===== config.mk =====
export PLATFORM = sky130hd
export DESIGN_NAME = muldiv_unit
export DESIGN_NICKNAME = d
export VERILOG_FILES = /design/src/rtl/muldiv_pkg.sv /design/src/rtl/muldiv_div_step.sv /design/src/rtl/muldiv_unit.sv
export SDC_FILE = /design/constraint.sdc
export NUM_CORES = 1
export LEC_CHECK = 0
export CAP_MARGIN = 20
export CORE_MARGIN = 5
export CORE_UTILIZATION = 59
export DETAILED_ROUTE_END_ITERATION = 12
export GPL_ROUTABILITY_DRIVEN = 1
export PLACE_DENSITY_LB_ADDON = 0.2
export SYNTH_ARGS = -nofsm -noshare
export SYNTH_HDL_FRONTEND = slang
export SYNTH_SLANG_ARGS = --single-unit

===== constraint.sdc =====
create_clock -name clk -period 4.1 [get_ports clk]
set_input_delay 0.615 -clock clk [delete_from_list [all_inputs] [get_ports clk]]
set_output_delay 0.615 -clock clk [all_outputs]
set_load 0.005 [all_outputs]

===== src/rtl/muldiv_pkg.sv =====
// muldiv_pkg: op encodings, FSM states and iteration count shared by the
// multiply/divide unit and its bench.
package muldiv_pkg;
    localparam logic [1:0] OP_MULT  = 2'b00;
    localparam logic [1:0] OP_MULTU = 2'b01;
    localparam logic [1:0] OP_DIV   = 2'b10;
    localparam logic [1:0] OP_DIVU  = 2'b11;
    localparam int ITER = 32;
    typedef enum logic [1:0] {IDLE, CALC, FIX} state_e;
endpackage


===== src/rtl/muldiv_div_step.sv =====
// muldiv_div_step: one restoring-divide step; shifted partial remainder and
// divisor in, next remainder and quotient bit out.
module muldiv_div_step #(
    parameter int WIDTH = 32
) (
    input  logic [WIDTH:0]   rem_i,
    input  logic [WIDTH-1:0] d_i,
    output logic [WIDTH-1:0] rem_o,
    output logic             q_o
);
    logic [WIDTH:0] diff;
    // rem_i < 2*d, so a set top bit of the difference means a borrow
    assign diff  = rem_i - {1'b0, d_i};
    assign q_o   = ~diff[WIDTH];
    assign rem_o = q_o ? diff[WIDTH-1:0] : rem_i[WIDTH-1:0];
endmodule


===== src/rtl/muldiv_unit.sv =====
// muldiv_unit: iterative MULT/MULTU/DIV/DIVU with HI/LO registers.
// MULDIV_FAST_MUL_EN selects a single-cycle multiplier for MULT/MULTU.
module muldiv_unit
    import muldiv_pkg::*;
#(
    parameter int WIDTH = 32
) (
    input  logic             clk,
    input  logic             rst,
    input  logic             start,
    input  logic [1:0]       op,
    input  logic [WIDTH-1:0] a,
    input  logic [WIDTH-1:0] b,
    input  logic             hi_we,
    input  logic             lo_we,
    input  logic [WIDTH-1:0] wd,
    output logic             busy,
    output logic             done,
    output logic [WIDTH-1:0] hi,
    output logic [WIDTH-1:0] lo
);
    localparam int CW = $clog2(ITER);
    state_e state_q, state_d;
    logic [CW-1:0] cnt_q, cnt_d;
    logic is_div_q, is_div_d, neg_q, neg_d, rneg_q, rneg_d, dvz_q, dvz_d, done_q, done_d;
    logic [WIDTH-1:0] a_q, a_d, opnd_q, opnd_d, hi_q, hi_d, lo_q, lo_d;
    logic [2*WIDTH-1:0] acc_q, acc_d, prod;
    logic a_neg, b_neg, q_bit;
    logic [WIDTH-1:0] mag_a, mag_b, rem_nx, quo, rem;
    logic [WIDTH:0] sum;

    assign a_neg = ~op[0] & a[WIDTH-1];
    assign b_neg = ~op[0] & b[WIDTH-1];
    assign mag_a = a_neg ? -a : a;
    assign mag_b = b_neg ? -b : b;

    // acc holds {partial, multiplier} for multiply, {remainder, dividend/quotient} for divide
    muldiv_div_step #(.WIDTH(WIDTH)) u_step (
        .rem_i({acc_q[2*WIDTH-1:WIDTH], acc_q[WIDTH-1]}),
        .d_i  (opnd_q),
        .rem_o(rem_nx),
        .q_o  (q_bit)
    );

    assign sum  = {1'b0, acc_q[2*WIDTH-1:WIDTH]} + (acc_q[0] ? {1'b0, opnd_q} : '0);
    assign prod = neg_q ? -acc_q : acc_q;
    assign quo  = neg_q ? -acc_q[WIDTH-1:0] : acc_q[WIDTH-1:0];
    assign rem  = rneg_q ? -acc_q[2*WIDTH-1:WIDTH] : acc_q[2*WIDTH-1:WIDTH];

    always_comb begin
        state_d  = state_q;
        cnt_d    = cnt_q;
        is_div_d = is_div_q;
        neg_d    = neg_q;
        rneg_d   = rneg_q;
        dvz_d    = dvz_q;
        a_d      = a_q;
        opnd_d   = opnd_q;
        acc_d    = acc_q;
        hi_d     = hi_q;
        lo_d     = lo_q;
        done_d   = 1'b0;
        case (state_q)
            IDLE: begin
                hi_d = hi_we ? wd : hi_q;
                lo_d = lo_we ? wd : lo_q;
                if (start) begin
                    state_d  = CALC;
                    cnt_d    = '0;
                    is_div_d = op[1];
                    neg_d    = a_neg ^ b_neg;
                    rneg_d   = a_neg;
                    dvz_d    = (b == '0);
                    a_d      = a;
                    opnd_d   = op[1] ? mag_b : mag_a;
                    acc_d    = {{WIDTH{1'b0}}, op[1] ? mag_a : mag_b};
`ifdef MULDIV_FAST_MUL_EN
                    if (!op[1]) begin
                        state_d = FIX;
                        acc_d   = {{WIDTH{1'b0}}, mag_a} * {{WIDTH{1'b0}}, mag_b};
                    end
`endif
                end
            end
            CALC: begin
                cnt_d   = cnt_q + 1'b1;
                acc_d   = is_div_q ? {rem_nx, acc_q[WIDTH-2:0], q_bit} : {sum, acc_q[WIDTH-1:1]};
                state_d = (cnt_q == CW'(ITER - 1)) ? FIX : CALC;
            end
            FIX: begin
                state_d = IDLE;
                done_d  = 1'b1;
                hi_d    = !is_div_q ? prod[2*WIDTH-1:WIDTH] : dvz_q ? a_q : rem;
                lo_d    = !is_div_q ? prod[WIDTH-1:0] : dvz_q ? '1 : quo;
            end
            default: state_d = IDLE;
        endcase
    end

    always_ff @(posedge clk) begin
        if (rst) begin
            state_q  <= IDLE;
            cnt_q    <= '0;
            is_div_q <= 1'b0;
            neg_q    <= 1'b0;
            rneg_q   <= 1'b0;
            dvz_q    <= 1'b0;
            done_q   <= 1'b0;
            a_q      <= '0;
            opnd_q   <= '0;
            acc_q    <= '0;
            hi_q     <= '0;
            lo_q     <= '0;
        end else begin
            state_q  <= state_d;
            cnt_q    <= cnt_d;
            is_div_q <= is_div_d;
            neg_q    <= neg_d;
            rneg_q   <= rneg_d;
            dvz_q    <= dvz_d;
            done_q   <= done_d;
            a_q      <= a_d;
            opnd_q   <= opnd_d;
            acc_q    <= acc_d;
            hi_q     <= hi_d;
            lo_q     <= lo_d;
        end
    end

    assign busy = (state_q != IDLE);
    assign done = done_q;
    assign hi   = hi_q;
    assign lo   = lo_q;
endmodule


==> results of run 1 <==
==> worst min-delay path, stage by stage, from the launching register on <==
cell     delay, ns
dfxtp_1       0.31
nand2_1       0.05
a21oi_1       0.05
==> cells in the mapped netlist, drive strengths merged (19+ instances only) <==
library cell	instances
a211oi	39
a21o	30
a21oi	220
a22oi	25
buf	24
clkbuf	162
dfxtp	204
ha	70
inv	65
mux2i	85
nand2	300
nand2b	22
nand3	34
nor2	250
nor3	58
o211ai	29
o21ai	161
o221ai	43
o22ai	21
o31ai	23
or3	19
xnor2	112
xor2	74
==> stage by stage <==
stage / setup WS [ns] / total power, mW
floorplan: 0.880 / 3.36
CTS: 0.383 / 6.31
finish: 0.247 / 6.41
global route: 0.00840 / 6.60
detailed placement: 0.419 / 4.07
global placement: 0.443 / 4.05
==> kinds of logic (layout without fill, tap and decap cells) <==
family                     count (synthesis)  after routing  synth area share (%)
and+or+nand+nor                          801            801                  21.7
AOI/OAI and AO/OA                        713            713                  27.2
xor gates and xnor gates                 186            186                  9.77
adders and majority gates                 72             72                  5.50
buffers and inverters                    251            350                  5.76
muxes                                     92             92                  5.58
DFF                                      204            204                  24.5
==> per-layer routing <==
metal	global-route usage [%]	vias to the layer above
met5	0	-
met4	17.5	2
met3	12.0	223
met2	58.1	1427
met1	56.3	8910
li1	-	8498
==> registers in the layout, summed over array words and instances (netlist names) <==
name / count
dvz_q: 1
neg_q: 1
hi: 32
rneg_q: 1
a_q: 32
state_q: 2
done: 1
cnt_q: 5
is_div_q: 1
acc_q: 64
opnd_q: 32
lo: 32
==> area by class of cell <==
class | instances | area share (%)
repair buffers | 242 | 11.6
clock inverters | 12 | 0.928
flip-flops and latches | 204 | 20.9
clock buffers | 31 | 3.26
multi-input cells | 1864 | 59.7
well taps | 378 | 2.42
inverters | 65 | 1.25
==> power by group <==
group / total, mW / internal (mW) / switching (mW)
clock network: 2.28 / 1.36 / 0.928
registers: 2.28 / 2.11 / 0.161
logic: 1.85 / 0.731 / 1.12
==> cells in the final DEF, fill, tap and decap left out, types with 8 or more instances in the layout <==
| cell | netlist | routed |
|---|---|---|
| a211oi_1 | 39 | 39 |
| a21o_1 | 30 | 30 |
| a21oi_1 | 220 | 220 |
| a221oi_1 | 10 | 10 |
| a22oi_1 | 25 | 25 |
| a311oi_1 | 13 | 13 |
| a31oi_1 | 18 | 18 |
| and2_1 | 13 | 13 |
| and3_1 | 13 | 13 |
| buf_4 | 0 | 72 |
| clkbuf_16 | 0 | 24 |
| clkdlybuf4s50_1 | 0 | 166 |
| dfxtp_1 | 204 | 203 |
| ha_1 | 70 | 70 |
| inv_1 | 64 | 64 |
| mux2i_1 | 85 | 85 |
| nand2_1 | 299 | 298 |
| nand2b_1 | 22 | 21 |
| nand3_1 | 34 | 34 |
| nand4_1 | 16 | 16 |
| nor2_1 | 249 | 243 |
| nor3_1 | 57 | 56 |
| nor4_1 | 16 | 16 |
| o211ai_1 | 29 | 29 |
| o21a_1 | 11 | 11 |
| o21ai_0 | 159 | 159 |
| o21bai_1 | 8 | 8 |
| o221ai_1 | 43 | 43 |
| o22ai_1 | 21 | 21 |
| o31ai_1 | 23 | 23 |
| o41ai_1 | 13 | 13 |
| or2_2 | 14 | 14 |
| or3_1 | 18 | 18 |
| or4_1 | 16 | 16 |
| xnor2_1 | 112 | 112 |
| xor2_1 | 74 | 74 |
==> worst min path at each step <==
| stage | startpoint | endpoint |
|---|---|---|
| floorplan | a_q[4]$_SDFFE_PP0P_ | a_q[4]$_SDFFE_PP0P_ |
| global placement | lo[25]$_SDFFE_PP0P_ | lo[25]$_SDFFE_PP0P_ |
| detailed placement | hi[11]$_SDFFE_PP0P_ | hi[11]$_SDFFE_PP0P_ |
| CTS | rst | a_q[0]$_SDFFE_PP0P_ |
| global route | rst | a_q[0]$_SDFFE_PP0P_ |
| finish | lo[8]$_SDFFE_PP0P_ | lo[8]$_SDFFE_PP0P_ |
==> results.toml, run 1 <==
[synthesis]
avgSynthCellArea_um2 = 7.19
synthArstFlopShare_pct = 0
ys_seq_elements = 204
yosysWarnings = 0
syn_nets = 2494
synth.distinct_cells = 78
synth_area_um2 = 16700
synth_edf_count = 0
synth_area_leaders = "dfxtp_1, nand2_1, a21oi_1"
yosys.area.top_type = "dfxtp_1"
synth.top_cell.area_share_pct = 24.5
ys_seq_area_share_pct = 24.5
synth-main-ff-cell = "dfxtp_1"
synth_cells = 2319

[final_layout]
diodes = 0
area_growth_pct = 17.3
multi_input_area_um2 = 11700
fillers = 2312
nNetsFinal = 2576
fin_area_um2 = 19600
seqCellArea_um2 = 4090
fin_cells = 2796
drive_gt1_share_pct = 6.45
final_core_util_pct = 70.2

[critical_path]
timing.rr.start = "acc_q[0]$_SDFFE_PP0P_"
r2r-end = "acc_q[62]$_SDFFE_PP0P_"
crit_start = "acc_q[0]$_SDFFE_PP0P_"
rr_worst_depth = 14
cpLargestDelayFamily = "compound AO/OA/AOI/OAI gates"
worst_path_largest_cell_delay_ns = 0.46
cp_max_fo = 14
path_buf_inv = 3
arrival_ns = 4.26
slowest_stage = "nor4b_1"
cp.required_ns = 4.50
cp_num_cells = 14
cp-end-kind = "register"
rrSetupSlack_ns = 0.25
path_class = "register to register"
start_kind = "register"
cp_common_cell = "buf_4"
critPathCapture = "acc_q[62]$_SDFFE_PP0P_"
crit_chain = "inv_1 -> nor2_1 -> ha_1 -> o21ai_0 -> nor4b_1 -> buf_4 -> o2111a_1 -> o2111ai_1 -> nand2b_1 -> a221oi_1 -> buf_4 -> o31ai_1 -> xnor2_1 -> o221ai_1"

[global_routing]
grt_pass1_wl_um = 101000
first_global_vias = 17200
grt_max_degree = 62
track_usage_pct = 40.5
antenna_found_initial = 2
grt-ovfl-total = 0

[drt]
num_vias = 19100
wl_per_cell_um = 24.1
wl_met2_um = 27400
first_pass_iters = 8
met3_length_um = 9560
via_per_inst = 6.82
top_layer = "met5"
met1_length_um = 26700
ant_nets = 0
totalWireLength_um = 67400
drt-initial-drc-count = 2952
drc = 0

[clock_tree]
cts_buffer_depth = 3
numClockSinks = 204
cts_tree = "yes"
hold_buffers = 0
ctsResizeCount = 0
cts-htree-levels = 1
root_buffer = "clkbuf_16"
worstSkewPairLatency_ns = 0.54
clk_pin_slew_ns = 0.06
postCtsSetupRepairBufs = 0
cts_buffers = 24

[sta]
slew_headroom_pct = 26.1
finalSetupViolations = 0
drv_slew = 0
hold-worst-slack_ns = 0.450
fin_setup_tns_ns = 0
tightest_slew_ns = 1.11
period_minus_slack_ns = 3.85
rsz0062_at_grt = "no"
fmax_ghz = 0.260
fin_crit_sh_pct = 94.0
finClkSkew_ns = 0.0174
finalHoldViolations = 0

[floorplan]
die-area_um2 = 31700
fp.coreArea_um2 = 27900
die_h_um = 178
initial_utilization_pct = 59.8
die_x_um = 178
rows = 61
num_io_pins = 169

[run]
cap_violations = 0

[min_path]
holdCritPathClass = "register to register"
whs_path_depth = 2

[place]
dp.cells = 2752
postPlaceCellArea_um2 = 18700
dp_hpwl_um = 51600
gp_congestion = 1.05
port_buffers = 168

[outcome]
run_status = "finished clean"

[pwr]
ir_drop_mv = 0.521
pwr_density_cell_nw_per_um2 = 328
leakage_nw = 7.67
No activity file was read; power rests on OpenSTA's default activity.
==> run 2: changes to the inputs <==
--- a/config.mk
+++ b/config.mk
@@ -7,10 +7,10 @@
 export LEC_CHECK = 0
 export CAP_MARGIN = 20
 export CORE_MARGIN = 5
-export CORE_UTILIZATION = 59
+export CORE_UTILIZATION = 50
 export DETAILED_ROUTE_END_ITERATION = 12
 export GPL_ROUTABILITY_DRIVEN = 1
-export PLACE_DENSITY_LB_ADDON = 0.2
+export PLACE_DENSITY_LB_ADDON = 0.1
 export SYNTH_ARGS = -nofsm -noshare
 export SYNTH_HDL_FRONTEND = slang
 export SYNTH_SLANG_ARGS = --single-unit
==> results.toml, run 2 (synthesis results as in run 1) <==
[final_layout]
fin_area_um2 = 19700
largest_reg_flops = 64
final_core_util_pct = 60.1
drive_gt1_share_pct = 6.88
largest-register = "acc_q"
multi_input_area_um2 = 11700
nNetsFinal = 2583
fillers = 3129
area_growth_pct = 18.0
seqCellArea_um2 = 4090
final_common_cell = "nand2_1"
diodes = 0
layout_common_cells = "nand2_1, nor2_1, a21oi_1, dfxtp_1, clkdlybuf4s50_1"

[floorplan]
initial_utilization_pct = 51.0
die-area_um2 = 37100
fp.coreArea_um2 = 32700
die_x_um = 193
die_h_um = 193
rows = 66
num_io_pins = 169

[min_path]
holdCritPathClass = "register to register"
min_from = "lo[9]$_SDFFE_PP0P_"
min_to = "lo[9]$_SDFFE_PP0P_"
whs_path_depth = 2

[global_routing]
grt_max_degree = 68
grt_pass1_wl_um = 102000
antenna_found_initial = 0
track_usage_pct = 35.3
grt-ovfl-total = 0
first_global_vias = 16800

[critical_path]
worst_path_largest_cell_delay_ns = 0.49
crit_chain = "inv_1 -> ha_1 -> fa_1 -> nand2b_1 -> a21o_1 -> a21o_1 -> a31oi_2 -> o2111ai_1 -> and3b_1 -> or2_2 -> or3_1 -> a311oi_1"
arrival_ns = 4.30
path_class = "register to register"
rrSetupSlack_ns = 0.25
cp.required_ns = 4.55
slowest_stage = "or2_2"
r2r-end = "acc_q[33]$_SDFFE_PP0P_"
cp_common_cell = "a21o_1"
rr_worst_depth = 12
timing.rr.start = "acc_q[31]$_SDFFE_PP0P_"
start_kind = "register"
cp-end-kind = "register"
cp_max_fo = 16

[pwr]
pwr_density_cell_nw_per_um2 = 323
ir_drop_mv = 0.319
leakage_nw = 7.69

[sta]
fin_crit_sh_pct = 93.9
fmax_ghz = 0.260
drv_slew = 0
tightest_slew_ns = 1.08
slew_headroom_pct = 27.9
finClkSkew_ns = 0.0208
timing.final.ws_setup_ns = 0.249
rsz0062_at_grt = "no"
period_minus_slack_ns = 3.85
fin_setup_tns_ns = 0
finalSetupViolations = 0
finalHoldViolations = 0

[drt]
wl_per_cell_um = 23.8
num_vias = 18300
drc = 0
first_pass_iters = 6
drt-initial-drc-count = 2457
totalWireLength_um = 68400
ant_nets = 0
via_per_inst = 6.38

[run]
cap_violations = 0

[place]
postPlaceCellArea_um2 = 18800
place_ws_ns = 0.251
gp_congestion = 1.01
port_buffers = 168
dp_hpwl_um = 53200

[clock_tree]
root_buffer = "clkbuf_16"
cts_buffer_depth = 3
cts-htree-levels = 1
cts_tree = "yes"
cts_buffers = 25
clk_pin_slew_ns = 0.06
ctsResizeCount = 0
postCtsSetupRepairBufs = 0
numClockSinks = 204
hold_buffers = 0
worstSkewPairLatency_ns = 0.56

[outcome]
run_status = "finished clean"
## run 2: cell types whose count changed in the layout (fill, tap and decap cells not counted), moves of 2 or more
cell	delta
buf_4	+6
clkinv_4	+3
clkbuf_8	+2
buf_6	+2
bufinv_16	-3
clkbuf_1	-2
## run 2: metal layers
layer	global-route usage (%)	share of wire [%]
met4	12.9	4.2
met2	50.5	41
met5	0	0
met1	51.5	43
met3	7.98	12
## run 2: cell type report
class,count,area share (%)
flip-flops and latches,204,20.8
inverters,65,1.24
multi-input cells,1864,59.4
clock buffers,32,3.47
well taps,442,2.81
repair buffers,248,11.7
clock inverters,13,0.636
## run 2: worst max-delay path: cells and delay by family, from the launching register on
| family | cells | cell delay, ns |
|---|---|---|
| buffers and inverters | 1 | 0.10 |
| flip-flops | 1 | 0.44 |
| adder cells (fa/ha/maj) | 2 | 0.63 |
| AO/OA/AOI/OAI | 5 | 1.23 |
| AND/OR/NAND/NOR | 4 | 1.36 |
## run 2: worst max-delay path by stage
stage                                      start                 endpoint  slack [ns]  cells after the start
after floorplan           acc_q[31]$_SDFFE_PP0P_   acc_q[58]$_SDFFE_PP0P_        0.88                     14
after detailed placement  acc_q[31]$_SDFFE_PP0P_   acc_q[33]$_SDFFE_PP0P_        0.25                     12
final                     acc_q[31]$_SDFFE_PP0P_   acc_q[33]$_SDFFE_PP0P_        0.25                     12
after global routing      acc_q[31]$_SDFFE_PP0P_   acc_q[33]$_SDFFE_PP0P_        0.04                     12
after global placement                      a[6]  opnd_q[18]$_SDFFE_PP0P_        0.38                      9
after CTS                 acc_q[31]$_SDFFE_PP0P_   acc_q[33]$_SDFFE_PP0P_        0.22                     12
## run 2: power breakdown
part / internal (mW) / switching [mW] / total (mW)
registers: 2.11 / 0.153 / 2.27
clock network: 1.25 / 0.981 / 2.23
logic: 0.729 / 1.12 / 1.85
total: 4.10 / 2.25 / 6.35
## run 2: metrics by stage
stage	total power, mW	std cells	hold WS [ns]
3_5_place_dp	4.09	2822	0.444
5_1_grt	6.58	2868	0.470
6_report	6.35	2868	0.452
4_1_cts	6.29	2867	0.453
2_1_floorplan	3.36	2319	0.431
3_3_place_gp	4.08	2822	0.440
